[src/rtl/traffic_pkg.sv]
// Shared definitions for the intersection controller: light encodings,
// sequencer states, phase durations and request channel indices.
package traffic_pkg;

  localparam int unsigned DEFAULT_CLK_HZ = 100_000_000;

  localparam int unsigned REQ_PED    = 0;
  localparam int unsigned REQ_EW_CAR = 1;

  localparam int unsigned GREEN_SECS  = 10;
  localparam int unsigned YELLOW_SECS = 2;

  typedef enum logic [2:0] {
    LIGHT_GREEN  = 3'b001,
    LIGHT_YELLOW = 3'b010,
    LIGHT_RED    = 3'b100
  } light_e;

  typedef enum logic [2:0] {
    SEQ_NS_GREEN  = 3'd0,
    SEQ_NS_YELLOW = 3'd1,
    SEQ_EW_GREEN  = 3'd2,
    SEQ_EW_YELLOW = 3'd3,
    SEQ_PED_WALK  = 3'd4
  } seq_state_e;

  // Debounce FSM state; the encoding doubles as the debounced level.
  typedef enum logic {
    DB_RELEASED = 1'b0,
    DB_PRESSED  = 1'b1
  } db_state_e;

endpackage

[src/rtl/debounce_sync.sv]
// One request channel: two-flop synchroniser followed by a debounce FSM that
// accepts a level change only after DEBOUNCE_MS consecutive mismatching ms ticks.
module debounce_sync
  import traffic_pkg::*;
#(
  parameter int unsigned DEBOUNCE_MS = 10
) (
  input  logic clk,
  input  logic rst,
  input  logic raw_i,
  input  logic ms_tick_i,
  output logic level_o
);

  localparam int unsigned STAB_W = $clog2(DEBOUNCE_MS + 1);
  localparam logic [STAB_W-1:0] STAB_LAST = STAB_W'(DEBOUNCE_MS - 1);

  logic              meta_q;
  logic              sync_q;
  db_state_e         state_q;
  db_state_e         state_d;
  logic [STAB_W-1:0] stab_q;
  logic [STAB_W-1:0] stab_d;
  logic              mismatch;

  always_ff @(posedge clk) begin
    if (rst) begin
      meta_q <= 1'b0;
      sync_q <= 1'b0;
    end else begin
      meta_q <= raw_i;
      sync_q <= meta_q;
    end
  end

  always_ff @(posedge clk) begin
    if (rst) begin
      state_q <= DB_RELEASED;
      stab_q  <= '0;
    end else begin
      state_q <= state_d;
      stab_q  <= stab_d;
    end
  end

  assign mismatch = (sync_q != (state_q == DB_PRESSED));

  // A single matching cycle clears the count, so only an unbroken mismatch can toggle.
  always_comb begin
    state_d = state_q;
    stab_d  = stab_q;
    if (!mismatch) begin
      stab_d = '0;
    end else if (ms_tick_i) begin
      if (stab_q == STAB_LAST) begin
        state_d = (state_q == DB_PRESSED) ? DB_RELEASED : DB_PRESSED;
        stab_d  = '0;
      end else begin
        stab_d = stab_q + STAB_W'(1);
      end
    end
  end

  always_comb begin
    level_o = (state_q == DB_PRESSED);
  end

endmodule

[src/rtl/traffic_timebase.sv]
// Second/millisecond prescalers plus synchronised, debounced, sticky request
// flags for the light sequencer.
module traffic_timebase
  import traffic_pkg::*;
#(
  parameter int unsigned CLK_HZ      = DEFAULT_CLK_HZ,
  parameter int unsigned TICK_HZ     = 1,
  parameter int unsigned DEBOUNCE_MS = 10,
  parameter int unsigned NUM_REQ     = 2
) (
  input  logic               clk,
  input  logic               rst,
  input  logic [NUM_REQ-1:0] btn_raw,
  input  logic [NUM_REQ-1:0] req_ack,
  output logic               sec_tick,
  output logic               ms_tick,
  output logic [NUM_REQ-1:0] req_level,
  output logic [NUM_REQ-1:0] req_pending
);

  localparam int unsigned DIV    = CLK_HZ / TICK_HZ;
  localparam int unsigned MS_DIV = CLK_HZ / 1000;
  localparam int unsigned SEC_W  = $clog2(DIV);
  localparam int unsigned MS_W   = (MS_DIV > 1) ? $clog2(MS_DIV) : 1;
  localparam logic [SEC_W-1:0] SEC_LAST = SEC_W'(DIV - 1);
  localparam logic [MS_W-1:0]  MS_LAST  = MS_W'(MS_DIV - 1);

  logic [SEC_W-1:0]   sec_cnt_q;
  logic [SEC_W-1:0]   sec_cnt_d;
  logic [MS_W-1:0]    ms_cnt_q;
  logic [MS_W-1:0]    ms_cnt_d;
  logic [NUM_REQ-1:0] level_prev_q;
  logic [NUM_REQ-1:0] pending_q;
  logic [NUM_REQ-1:0] pending_d;
  logic [NUM_REQ-1:0] rise;

  always_comb begin
    sec_tick  = (sec_cnt_q == SEC_LAST);
    ms_tick   = (ms_cnt_q == MS_LAST);
    sec_cnt_d = sec_tick ? '0 : sec_cnt_q + SEC_W'(1);
    ms_cnt_d  = ms_tick ? '0 : ms_cnt_q + MS_W'(1);
  end

  always_ff @(posedge clk) begin
    if (rst) begin
      sec_cnt_q <= '0;
      ms_cnt_q  <= '0;
    end else begin
      sec_cnt_q <= sec_cnt_d;
      ms_cnt_q  <= ms_cnt_d;
    end
  end

  for (genvar g = 0; g < NUM_REQ; g++) begin : g_chan
    debounce_sync #(
      .DEBOUNCE_MS(DEBOUNCE_MS)
    ) u_debounce (
      .clk      (clk),
      .rst      (rst),
      .raw_i    (btn_raw[g]),
      .ms_tick_i(ms_tick),
      .level_o  (req_level[g])
    );
  end

  // Set has priority over ack so a press coinciding with an ack is never lost.
  always_comb begin
    rise      = req_level & ~level_prev_q;
    pending_d = rise | (pending_q & ~req_ack);
  end

  always_ff @(posedge clk) begin
    if (rst) begin
      level_prev_q <= '0;
      pending_q    <= '0;
    end else begin
      level_prev_q <= req_level;
      pending_q    <= pending_d;
    end
  end

  assign req_pending = pending_q;

endmodule

[config.mk]
export PLATFORM = sky130hd
export DESIGN_NAME = traffic_timebase
export DESIGN_NICKNAME = d
export VERILOG_FILES = /design/src/rtl/traffic_pkg.sv /design/src/rtl/debounce_sync.sv /design/src/rtl/traffic_timebase.sv
export SDC_FILE = /design/constraint.sdc
export NUM_CORES = 1
export LEC_CHECK = 0
export CELL_PAD_IN_SITES_DETAIL_PLACEMENT = 2
export CELL_PAD_IN_SITES_GLOBAL_PLACEMENT = 2
export CORE_MARGIN = 2
export CORE_UTILIZATION = 23
export DETAILED_ROUTE_END_ITERATION = 7
export PLACE_DENSITY = 0.5
export SYNTH_ARGS = -nofsm -noshare
export SYNTH_HDL_FRONTEND = slang
export SYNTH_SLANG_ARGS = --single-unit
[constraint.sdc]
create_clock -name clk -period 2.3 [get_ports clk]
set_input_delay 0.69 -clock clk [delete_from_list [all_inputs] [get_ports clk]]
set_output_delay 0.69 -clock clk [all_outputs]
set_load 0.01 [all_outputs]
==> results.txt <==
Core ar. - 12100 sq um
CTS tree - built
fillers - 1382
Worst Setup Start Kind - register
Yosys reg bits - 62
worst setup margin - -0.0676 ns
Nets - 388
sequential area share after synthesis - 43.1%
Die Y - 116 um
final setup fails - 1
hold depth - 1
io pins - 12
peak supply drop - 0.251 mV
final hold vios - 0
Antenna diodes - 0
Max Cap Viol - 0
largest net degree at the start of global routing - 16
WL/cell - 14.1 um
TNS Setup - -0.0676 ns
worst min path class - reg2reg
Final Non-Filler Cells - 552
Post-DRT Antenna Nets - 0
RSZ-0062 raised after global routing - yes
vias per cell - 4.66
GR Util met1 - 17.0%
synthesized instance count - 328
worst-skew pair later-pin latency - 0.33 ns
status - finished, violations left
post-synthesis share of cell area spent on xor and xnor gates - 7.91%
HPWL Detailed - 6010 um
adder-cell share of the synthesized area - 0.869%
first-pass GRT wire length - 13500 um
register area - 1240 sq um
yosys warns - 0
Top Usage Layer GRT - met2
number of hold buffers added after cts - 0
GPL Wtd Cong - 0.711
combinational fraction of design power - 3.1%
Power Dens Cells - 655 nW/um^2
vias in the first global route - 2724
Inserted Clock Buffers - 9
Worst Tran Pin Value - 0.371 ns
Synth Net Count - 336
main combinational cell family by area after synthesis - simple AND/OR/NAND/NOR gates
NetSw - 0.000515 W
EDFF count, synth - 0
total die area - 13400 sq um
met2 Resource Use GR - 20.6%
Final Cycle Share - 103%
Worst Reg-to-Reg Cells - 5
Final Max Tran Viols - 0
Slew HR - 75.1%
critical path class - reg2out
Worst setup EP type - primary output
Multi-input gate area - 1550 sq um
CP Data Arrival Time - 1.68 ns
fin util - 31.3%
worst hold start - g_chan[1].u_debounce.meta_q
row count - 40
Vias - 2570
commonest non-fill, non-tap cell in the layout - dfxtp_1
Clock power frac - 52.8%
final WL - 7800 um
FF-to-FF setup slack - 0.19 ns
Mapped Area - 2880 sq um
Post-synth ARST share - 0%
mux contribution to synthesized area - 0.782%
share of cells above drive strength 1 - 22.1%
Synth Area in Compound Gates - 11.3%
DR iter-0 viols - 88
CTS clk-pin slew, worst paths - 0.05 ns
Critical Path RT - 1.61 ns
antenna violations before repair - 0
Reg-to-Reg Start - sec_cnt_q[8]
Distinct cells, synth - 48
Hold Crit Endpoint - g_chan[1].u_debounce.sync_q
post-layout min period - 2.37 ns
Pleak - 1.30 nW
clk sinks - 62
fin area - 3790 sq um
grt ovf - 0
sequential power share - 44.1%
design internal power - 0.00197 W
Initial Util - 23.8%
switching share of power - 20.8%
DRC errors left - 0
Pre-antenna DRT Iters - 4
f_max - 422 MHz
GRT Total Usage - 13.0%
crit-path max FO - 2
failing checks - setup timing
post-synthesis area per instance - 8.78 sq um
placed cells - 535
DP Area - 3450 sq um
Area Overhead vs Synth - 31.7%
ys flop type - dfxtp_1
Port Buffers - 11
CTS root buf - clkbuf_16
Clock Skews - 0.00469 ns
H-tree depth - 3
hold_ws - 0.443 ns
DIE WIDTH - 116 um
clk buf depth - 2
R2R Path End - sec_cnt_q[26]
met3 usage - 2.93%
commonest cells after routing, fill and taps aside - 60 x dfxtp_1, 48 x buf_4, 36 x nor2_1
Post-Synth Simple-Gate Area - 31.6%
-- worst max path at each step --
| stage | startpoint | end | slack [ns] | cells after the start |
|---|---|---|---|---|
| 2_1_floorplan | ms_cnt_q[5] | ms_tick | 0.07 | 3 |
| 3_3_place_gp | sec_cnt_q[19] | sec_tick | -0.34 | 4 |
| 3_5_place_dp | sec_cnt_q[19] | sec_tick | -0.36 | 4 |
| 4_1_cts | sec_cnt_q[17] | sec_tick | -0.23 | 4 |
| 5_1_grt | sec_cnt_q[9] | sec_tick | -0.16 | 4 |
| 6_report | sec_cnt_q[9] | sec_tick | -0.07 | 4 |
-- per-stage QoR --
step           setup WS [ns]  total power [W]
6_report             -0.0676          0.00248
5_1_grt               -0.157          0.00260
4_1_cts               -0.228          0.00254
3_5_place_dp          -0.360          0.00120
3_3_place_gp          -0.337          0.00119
2_1_floorplan         0.0674          0.00116
-- synth_stat cells (3+ instances only) --
| cell type | n | area [sq um] |
|---|---|---|
| dfxtp_1 | 62 | 1240 |
| nor2_1 | 36 | 135 |
| a21oi_1 | 21 | 105 |
| nand2_1 | 18 | 67.6 |
| nand3_1 | 16 | 80.1 |
| nand4_1 | 16 | 100 |
| xnor2_1 | 16 | 140 |
| or3_1 | 11 | 68.8 |
| nor2b_1 | 10 | 62.6 |
| xor2_1 | 10 | 87.6 |
| inv_1 | 9 | 33.8 |
| o21ai_0 | 9 | 45.0 |
| nor4_1 | 8 | 50.1 |
| or4_1 | 8 | 60.1 |
| clkbuf_1 | 7 | 26.3 |
| nand2b_1 | 6 | 37.5 |
| o31ai_1 | 6 | 45.0 |
| nor3_1 | 5 | 25.0 |
| and3_1 | 4 | 25.0 |
| buf_2 | 4 | 20.0 |
| buf_4 | 4 | 30.0 |
| nand4b_1 | 4 | 35.0 |
| and4_1 | 3 | 26.3 |
| or2_2 | 3 | 18.8 |
-- metal layers --
| layer | wire length [um] | vias to the layer above | share of wire (%) |
|---|---|---|---|
| met5 | 0 | - | 0 |
| met4 | 142 | 0 | 1.8 |
| met3 | 165 | 12 | 2.1 |
| met2 | 3570 | 17 | 46 |
| met1 | 3920 | 1261 | 50 |
| li1 | - | 1280 | - |
-- area by class of cell --
class | instances | share of cell area (%)
timing repair buffer | 59 | 12.3
inverter | 9 | 0.891
clock buffer | 15 | 7.59
multi-input combinational | 239 | 40.9
sequential | 62 | 32.8
tap | 168 | 5.54
-- power by group through the flow --
stage / clock, W / sequential, W / combinational (W)
after floorplan: 0 / 0.00112 / 0.0000400
after global placement: 0 / 0.00112 / 0.0000787
after detailed placement: 0 / 0.00112 / 0.0000796
after CTS: 0.00137 / 0.00109 / 0.0000803
after global routing: 0.00142 / 0.00109 / 0.0000900
final: 0.00131 / 0.00109 / 0.0000779
-- logic make-up after synthesis --
kind of cell             Yosys count
multiplexers                       2
adder cells (fa/ha/maj)            2
buffers and inverters             27
XOR/XNOR                          26
AND/OR/NAND/NOR                  159
flip-flops                        62
AO/OA/AOI/OAI                     50
-- worst max-delay path, stage by stage (launching register included) --
cell and delay, ns:
dfxtp_2 0.31, or4b_4 0.54, nor4_4 0.15, and4_1 0.22, buf_2 0.13
-- repair_timing --
item	in CTS	in global routing
gates resized for setup	13	6
setup buffers	1	1
pin swaps	5	4
endpoints found under the setup margin	2	17
-- sequential cells by signal, summed over array words and instances, names as in the netlist --
name,count
req_pending,2
level_prev_q,2
g_chan.u_debounce.meta_q,2
sec_cnt_q,27
g_chan.u_debounce.level_o,2
ms_cnt_q,17
g_chan.u_debounce.stab_q,8
g_chan.u_debounce.sync_q,2
Power figures use the tool's default switching activity.
